[src/rtl/instr_fetch.sv]
// Instruction fetch unit: keeps the PC, issues single-outstanding word reads to instruction
// memory and buffers returned words with their PC in a small FIFO for the decode stage.
module instr_fetch #(
  parameter logic [31:0] RESET_PC   = 32'h0000_0000,
  parameter int unsigned FIFO_DEPTH = 2
) (
  input  logic        clk,
  input  logic        rst_n,
  output logic        imem_req,
  output logic [31:0] imem_addr,
  input  logic        imem_gnt,
  input  logic        imem_rvalid,
  input  logic [31:0] imem_rdata,
  input  logic        redirect_valid,
  input  logic [31:0] redirect_pc,
  output logic        instr_valid,
  input  logic        instr_ready,
  output logic [31:0] instruction,
  output logic [31:0] instr_pc
);

  localparam int unsigned PTR_W = $clog2(FIFO_DEPTH);
  localparam int unsigned CNT_W = PTR_W + 1;
  localparam logic [CNT_W-1:0] DEPTH_C = CNT_W'(FIFO_DEPTH);

  typedef enum logic [1:0] {
    IDLE = 2'd0,
    REQ  = 2'd1,
    WAIT = 2'd2,
    DROP = 2'd3
  } state_t;

  state_t           state_r;
  state_t           state_s;
  logic [31:0]      pc_r;
  logic [31:0]      pc_s;
  logic [31:0]      req_pc_r;
  logic             req_r;
  logic [PTR_W-1:0] rd_ptr_r;
  logic [PTR_W-1:0] wr_ptr_r;
  logic [CNT_W-1:0] count_r;
  logic [CNT_W-1:0] space_s;
  logic [CNT_W-1:0] cnt_after_push_s;
  logic             push_s;
  logic             pop_s;
  logic [31:0]      fifo_pc_r    [FIFO_DEPTH];
  logic [31:0]      fifo_instr_r [FIFO_DEPTH];
  logic             unused_s;

  assign unused_s    = ^redirect_pc[1:0];
  assign imem_req    = req_r;
  assign imem_addr   = pc_r;
  assign instr_valid = (count_r != {CNT_W{1'b0}});
  assign instruction = instr_valid ? fifo_instr_r[rd_ptr_r] : 32'h0000_0000;
  assign instr_pc    = instr_valid ? fifo_pc_r[rd_ptr_r]    : 32'h0000_0000;

  // The outstanding request reserves a slot so a response can never overflow the buffer.
  assign space_s          = DEPTH_C - count_r - CNT_W'(state_r == WAIT);
  assign pop_s            = instr_valid && instr_ready && !redirect_valid;
  assign cnt_after_push_s = count_r + CNT_W'(1) - CNT_W'(pop_s);

  // Next-state, next-PC and FIFO push decision; a redirect overrides everything.
  always_comb begin
    state_s = state_r;
    pc_s    = pc_r;
    push_s  = 1'b0;
    case (state_r)
      IDLE: begin
        if (space_s != {CNT_W{1'b0}}) state_s = REQ;
        else                          state_s = IDLE;
      end
      REQ: begin
        if (imem_gnt) begin
          pc_s    = pc_r + 32'd4;
          state_s = WAIT;
        end else begin
          state_s = REQ;
        end
      end
      WAIT: begin
        if (imem_rvalid) begin
          push_s  = 1'b1;
          state_s = (cnt_after_push_s < DEPTH_C) ? REQ : IDLE;
        end else begin
          state_s = WAIT;
        end
      end
      DROP: begin
        if (imem_rvalid) state_s = REQ;
        else             state_s = DROP;
      end
      default: state_s = IDLE;
    endcase
    if (redirect_valid) begin
      pc_s   = {redirect_pc[31:2], 2'b00};
      push_s = 1'b0;
      case (state_r)
        IDLE:    state_s = REQ;
        REQ:     state_s = imem_gnt    ? DROP : REQ;
        WAIT:    state_s = imem_rvalid ? REQ  : DROP;
        DROP:    state_s = imem_rvalid ? REQ  : DROP;
        default: state_s = IDLE;
      endcase
    end else begin
      pc_s = pc_s;
    end
  end

  // Control registers: FSM, PC, request flag and FIFO pointers.
  always_ff @(posedge clk) begin
    if (!rst_n) begin
      state_r  <= IDLE;
      pc_r     <= RESET_PC;
      req_pc_r <= RESET_PC;
      req_r    <= 1'b0;
      rd_ptr_r <= {PTR_W{1'b0}};
      wr_ptr_r <= {PTR_W{1'b0}};
      count_r  <= {CNT_W{1'b0}};
    end else begin
      state_r <= state_s;
      pc_r    <= pc_s;
      req_r   <= (state_s == REQ);
      if (state_r == REQ && imem_gnt) req_pc_r <= pc_r;
      if (redirect_valid) begin
        rd_ptr_r <= {PTR_W{1'b0}};
        wr_ptr_r <= {PTR_W{1'b0}};
        count_r  <= {CNT_W{1'b0}};
      end else begin
        if (push_s) wr_ptr_r <= wr_ptr_r + PTR_W'(1);
        if (pop_s)  rd_ptr_r <= rd_ptr_r + PTR_W'(1);
        count_r <= count_r + CNT_W'(push_s) - CNT_W'(pop_s);
      end
    end
  end

  // FIFO storage; contents are only observed while the entry is valid.
  always_ff @(posedge clk) begin
    if (push_s) begin
      fifo_pc_r[wr_ptr_r]    <= req_pc_r;
      fifo_instr_r[wr_ptr_r] <= imem_rdata;
    end
  end

endmodule

[config.mk]
export PLATFORM = sky130hd
export DESIGN_NAME = instr_fetch
export DESIGN_NICKNAME = d
export VERILOG_FILES = /design/src/rtl/instr_fetch.sv
export SDC_FILE = /design/constraint.sdc
export NUM_CORES = 1
export LEC_CHECK = 0
export CORE_MARGIN = 1.5
export CORE_UTILIZATION = 50
export CTS_CLUSTER_DIAMETER = 200
export DETAILED_ROUTE_END_ITERATION = 12
export PLACE_DENSITY = 0.77
export REMOVE_ABC_BUFFERS = 1
export SYNTH_ARGS = -nofsm -noshare
export SYNTH_HDL_FRONTEND = slang
export SYNTH_SLANG_ARGS = --single-unit
[constraint.sdc]
create_clock -name clk -period 5.5 [get_ports clk]
set_input_delay 0.825 -clock clk [delete_from_list [all_inputs] [get_ports clk]]
set_output_delay 0.825 -clock clk [all_outputs]
set_load 0.01 [all_outputs]
==> results.json, run 1 <==
{
  "io_pins": 168,
  "leakagePower_uw": 0.00339,
  "cp_num_buf_inv": 1,
  "mostFrequentLayoutCell": "clkdlybuf4s50_1",
  "ff2ff_path_depth": 10,
  "slowest_delay_ns": 1.08,
  "yosysWarnings": 0,
  "synth_edf_count": 124,
  "core_area_mm2": 0.0158,
  "cts-root-buf": "clkbuf_16",
  "p_switching_uw": 645,
  "netlist_area_mm2": 0.00802,
  "hp-class": "flip-flop to flip-flop",
  "swShare_pct": 21.5,
  "path_cells": "mux2i_1, nor2_1, clkdlybuf4s50_1",
  "min_path_cells": 0,
  "wire_per_inst_um": 17.2,
  "worstHoldStart": "req_pc_r[20]$_SDFFE_PN0P_",
  "grt_pass1_wl_mm": 28.3,
  "cp.required_ns": 4.68,
  "hold_end": "fifo_pc_r[0][20]$_DFFE_PP_",
  "worst_pin_slew_ns": 1.12,
  "dieArea_mm2": 0.0168,
  "die_h_um": 130,
  "skew_ns": 0.00918,
  "rows": 46,
  "min_period_ns": 3.31,
  "seqCellArea_mm2": 0.00509,
  "cts_resized": 0,
  "relSlewSlack_pct": 25.0,
  "placedCellCount": 1023,
  "first_iter_violations": 558,
  "antenna_found_initial": 0,
  "ys.flop_type": "edfxtp_1",
  "worstSetupPathType": "flip-flop to primary output",
  "dpl.hpwl_mm": 11.7,
  "worstSkewPairLatency_ns": 0.43,
  "syn_area_per_cell_um2": 11.8,
  "die_w_um": 130,
  "setup_viol": 0,
  "cellPowerDensity_mw_per_mm2": 290,
  "layout_common_cells": "clkdlybuf4s50_1, edfxtp_1, nor2_1",
  "reg2reg_to": "count_r[1]$_SDFF_PP0_",
  "cts_sinks": 192,
  "drc_errors": 0,
  "drtAntennaViolNets": 0,
  "crit_arrival_ns": 2.49,
  "first_global_vias": 5615,
  "worst_setup_path_end_kind": "primary output",
  "synthArstFlopShare_pct": 0,
  "finalHoldViolations": 0,
  "status": "finished, final reports clean",
  "reg2reg_from": "count_r[1]$_SDFF_PP0_",
  "fmax_ghz": 0.302,
  "cts_made_buffers": 17,
  "yosysUniqueCellTypes": 53,
  "drv_slew": 0,
  "synth-seq-cells": 192,
  "via_per_inst": 5.50,
  "min_period_over_period_pct": 60.3,
  "critPathSlowestCell": "dfxtp_4",
  "cts_tree": "yes",
  "power.share.combinational_pct": 6.6,
  "fillCellCount": 1213,
  "track_usage_pct": 22.0,
  "routed_wl_mm": 18.2,
  "fin_tns_setup_ns": 0,
  "antenna_cells": 0,
  "seqPwrFrac_pct": 53.3,
  "drive_gt1_share_pct": 6.44,
  "vdd.ir_drop.worst_mv": 0.222,
  "syn2layout_area_growth_pct": 29.0,
  "instances_no_fill": 1055,
  "cts_buffer_depth": 2,
  "cp_max_fo": 62,
  "p_int_uw": 2350,
  "maxCapViolCount": 0,
  "worst_setup_path_start_kind": "flip-flop",
  "yosysSeqAreaShare_pct": 63.4,
  "cts_hold_buf": 0,
  "start_util_pct": 50.8,
  "rsz0062_at_grt": "no",
  "fin_nets": 900,
  "overflow": 0,
  "syn_inst": 682,
  "grt_max_degree": 63,
  "pwr-share-clk_pct": 40.1,
  "path_delay_family": "flip-flops",
  "first_pass_iters": 6,
  "htreeDepth": 4,
  "gp_congestion": 0.812,
  "post_cts_buffers": 0,
  "port_buffers": 161,
  "clk_pin_slew_ns": 0.07,
  "multi_input_area_mm2": 0.00270,
  "via_count": 5798,
  "reg2reg_slack_ns": 3.13
}
[worst max-delay path by stage]
stage / to / slack, ns / depth (start not counted)
2_1_floorplan: fifo_instr_r[0][0]$_DFFE_PP_ / 0.68 / 3
3_5_place_dp: fifo_instr_r[0][5]$_DFFE_PP_ / 1.90 / 6
3_3_place_gp: fifo_instr_r[1][12]$_DFFE_PP_ / 2.03 / 6
5_1_grt: instr_pc[14] / 1.96 / 4
4_1_cts: instr_pc[22] / 2.11 / 4
6_report: instruction[23] / 2.19 / 3
[synthesized netlist by cell type (all sizes together) (3+ instances only)]
cell type  number  area, um2
a211oi          4       30.0
a21oi          36        180
a311oi          6       52.6
a31oi           6       37.5
a32oi           4       35.0
and2            3       18.8
and3           12       78.8
and4            6       53.8
buf            22        133
clkbuf         26        108
dfxtp          68       1360
edfxtp        124       3720
ha              4       50.1
inv             8       30.0
mux2i          64        641
nand2          77        289
nand2b          3       26.3
nand3          14       70.1
nand4          19        146
nor2           82        308
nor2b           4       25.0
nor3            7       35.0
nor3b           4       30.0
nor4            5       31.3
o21ai          25        125
o31a            3       27.5
o31ai           5       37.5
or3             8       55.1
or4             7       52.6
xnor2           5       43.8
xor2            7       61.3
[logic make-up (layout without fill, tap and decap cells)]
| family | count (synthesis) | after routing | synth area share, % |
|---|---|---|---|
| simple gates | 257 | 257 | 15.9 |
| flops | 192 | 192 | 63.4 |
| compound gates | 96 | 96 | 7.38 |
| mux | 64 | 64 | 7.99 |
| buf+inv | 56 | 210 | 3.37 |
| xor+xnor | 12 | 12 | 1.31 |
| fa+ha+maj | 4 | 4 | 0.624 |
| other cells | 1 | 4 | 0.0468 |
[power groups by stage]
| stage | Combinational (uW) | Sequential, uW | Clock [uW] |
|---|---|---|---|
| after detailed placement | 196 | 1630 | 0 |
| final | 197 | 1600 | 1200 |
| after CTS | 198 | 1600 | 1220 |
| after global routing | 212 | 1600 | 1280 |
| after floorplan | 67.6 | 1630 | 0 |
| after global placement | 190 | 1630 | 0 |
[registers in the layout, summed over array words and instances, names as in the netlist, named ones only]
signal and flops:
state_r 2, wr_ptr_r 1, fifo_instr_r 64, req_pc_r 30, imem_req 1, count_r 2, fifo_pc_r 60, rd_ptr_r 1
imem_addr 30
[through the flow]
step | total power, uW | hold WS [ns] | setup slack (ns) | area, um2 | util (%)
CTS | 3020 | 0.455 | 2.11 | 10300 | 65.6
global route | 3090 | 0.470 | 1.96 | 10300 | 65.6
global placement | 1820 | 0.430 | 2.03 | 9760 | 61.9
floorplan | 1690 | 0.425 | 0.676 | 7790 | -
finish | 3000 | 0.452 | 2.19 | 10300 | 65.6
detailed placement | 1820 | 0.442 | 1.90 | 9760 | 61.9
[cell type report]
| cell class | instances | area share [%] |
|---|---|---|
| clock buffer | 23 | 4.84 |
| sequential | 192 | 49.2 |
| clock inverter | 9 | 0.786 |
| inverter | 8 | 0.290 |
| timing repair buffer | 170 | 16.2 |
| tap | 216 | 2.61 |
| multi-input combinational | 437 | 26.1 |
[layer usage]
layer / vias to the layer above / share of wire, % / GRT usage (%)
li1: 2770 / - / -
met1: 2741 / 42 / 27.5
met2: 257 / 50 / 37.4
met3: 30 / 7.0 / 4.91
met4: 0 / 1.8 / 8.63
met5: - / 0 / 0
Power figures use the tool's default switching activity.
==> inputs of run 2 (changes only) <==
==> constraint.sdc (replaced) <==
create_clock -name clk -period 3.2 [get_ports clk]
set_input_delay 0.48 -clock clk [delete_from_list [all_inputs] [get_ports clk]]
set_output_delay 0.48 -clock clk [all_outputs]
set_load 0.01 [all_outputs]
==> run 2 against run 1 <==
Core utilization grew 0.61 points. Sequential power grew 71%. Clock skew shrank 0.0021 ns. Sequential share of layout area shrank 0.45 points. Non-clock buffer count grew 7. Sequential cell count is the same. Largest cell class unchanged. Die area is the same. Largest power group unchanged. First-iteration DRC count shrank 25%. Critical path type unchanged. Setup slack lost 1.7 ns.
==> results.json, run 2 (synthesized netlist as in run 1, its figures left out) <==
{
  "status": "finished, final reports clean",
  "rows": 46,
  "via_per_inst": 5.51,
  "fillCellCount": 1208,
  "setup_slack_ns": 0.458,
  "fin_area_mm2": 0.0104,
  "wire_per_inst_um": 17.3,
  "pwr-share-clk_pct": 40.3,
  "cts_sinks": 192,
  "post_cts_buffers": 0,
  "fmax_ghz": 0.365,
  "drtAntennaViolNets": 0,
  "cts_made_buffers": 17,
  "cellPowerDensity_mw_per_mm2": 495,
  "die_h_um": 130,
  "antenna_found_initial": 0,
  "overflow": 0,
  "fin_nets": 907,
  "relSlewSlack_pct": 57.7,
  "seqPwrFrac_pct": 53.1,
  "io_pins": 168,
  "first_iter_violations": 417,
  "worst_setup_path_start_kind": "flip-flop",
  "largest_registers": "fifo_instr_r x64, fifo_pc_r x60",
  "drv_slew": 0,
  "track_usage_pct": 22.3,
  "clk_pin_slew_ns": 0.07,
  "first_pass_iters": 5,
  "drive_gt1_share_pct": 7.45,
  "antenna_cells": 0,
  "gp_congestion": 0.833,
  "p_total_uw": 5170,
  "syn2layout_area_growth_pct": 30.2,
  "core_area_mm2": 0.0158,
  "worstSkewPairLatency_ns": 0.43,
  "layout_common_cells": "clkdlybuf4s50_1, edfxtp_1, nor2_1",
  "worst_setup_path_end_kind": "primary output",
  "finalHoldViolations": 0,
  "cp.required_ns": 2.72,
  "min_period_over_period_pct": 85.7,
  "first_global_vias": 5620,
  "crit_arrival_ns": 2.26,
  "top_register": "fifo_instr_r",
  "die_w_um": 130,
  "mostFrequentLayoutCell": "clkdlybuf4s50_1",
  "min_period_ns": 2.74,
  "swShare_pct": 22.2,
  "maxCapViolCount": 0,
  "worstSetupPathType": "flip-flop to primary output",
  "placed_area_mm2": 0.00985,
  "reg2reg_slack_ns": 1.06,
  "dpl_worst_slack_ns": 0.728,
  "setup_viol": 0,
  "cts_tree": "yes",
  "drc_errors": 0,
  "power.share.combinational_pct": 6.6,
  "largest_reg_flops": 64,
  "cts_buffer_depth": 2,
  "vdd.ir_drop.worst_mv": 0.354,
  "via_count": 5847,
  "cp_max_fo": 34,
  "cts_resized": 0,
  "leakagePower_uw": 0.00344,
  "cts-root-buf": "clkbuf_16",
  "grt_pass1_wl_mm": 28.7,
  "htreeDepth": 4,
  "multi_input_area_mm2": 0.00270,
  "grt_max_degree": 57,
  "rsz0062_at_grt": "no",
  "cts_hold_buf": 0,
  "hp-class": "flip-flop to flip-flop",
  "p_int_uw": 4020,
  "skew_ns": 0.00706,
  "dpl.hpwl_mm": 12.2,
  "dieArea_mm2": 0.0168,
  "p_switching_uw": 1150,
  "seqCellArea_mm2": 0.00509,
  "routed_wl_mm": 18.4,
  "start_util_pct": 50.8,
  "worst_pin_slew_ns": 0.633,
  "port_buffers": 161
}
[run 2: cell types whose count changed in the layout (fill, tap and decap cells not counted), sizes merged]
cell,before,now
buf,9,16
bufinv,1,2
clkbuf,23,17
clkinv,4,8
clkinvlp,3,2
inv,9,11
[run 2: per-layer routing]
metal	part of all wire (%)	global-route usage, %	vias up
li1	-	-	2795
met1	41	27.4	2779
met2	49	37.3	232
met3	7.3	4.95	41
met4	2.7	10.9	0
met5	0	0	-
[run 2: metrics by stage]
step | instances | hold slack (ns) | util (%) | setup TNS [ns]
floorplan | 637 | 0.425 | - | -159.68
global placement | 1030 | 0.429 | 62.5 | 0
detailed placement | 1030 | 0.442 | 62.5 | 0
CTS | 1062 | 0.457 | 66.2 | 0
global route | 1062 | 0.469 | 66.2 | 0
finish | 1062 | 0.456 | 66.2 | 0
[run 2: power groups by stage]
stage | Sequential, uW | Combinational, uW | Clock [uW]
after global routing | 2750 | 372 | 2220
after global placement | 2790 | 333 | 0
after floorplan | 2790 | 116 | 0
final | 2740 | 344 | 2090
after detailed placement | 2800 | 342 | 0
after CTS | 2740 | 345 | 2110
[run 2: critical path: stages (launching register included)]
cell and delay [ns]:
dfxtp_1 0.39, nor2_4 0.39, buf_4 0.42, nor2_1 0.09
clkdlybuf4s50_1 0.53
[run 2: final timing paths]
check / cells past startpoint / end / from
min reg2reg: 0 / fifo_pc_r[1][20]$_DFFE_PP_ / req_pc_r[20]$_SDFFE_PN0P_
max reg2reg: 5 / imem_addr[20]$_SDFFE_PN0P_ / imem_addr[2]$_SDFFE_PN0P_
min: 0 / fifo_pc_r[1][20]$_DFFE_PP_ / req_pc_r[20]$_SDFFE_PN0P_
max: 4 / instr_pc[14] / count_r[1]$_SDFF_PP0_
[run 2: final cells by class]
| cell class | count | share of cell area, % |
|---|---|---|
| clock buffer | 17 | 4.07 |
| clock inverter | 15 | 1.56 |
| inverter | 8 | 0.288 |
| multi-input combinational | 437 | 25.8 |
| sequential | 192 | 48.7 |
| tap | 216 | 2.59 |
| timing repair buffer | 177 | 16.9 |
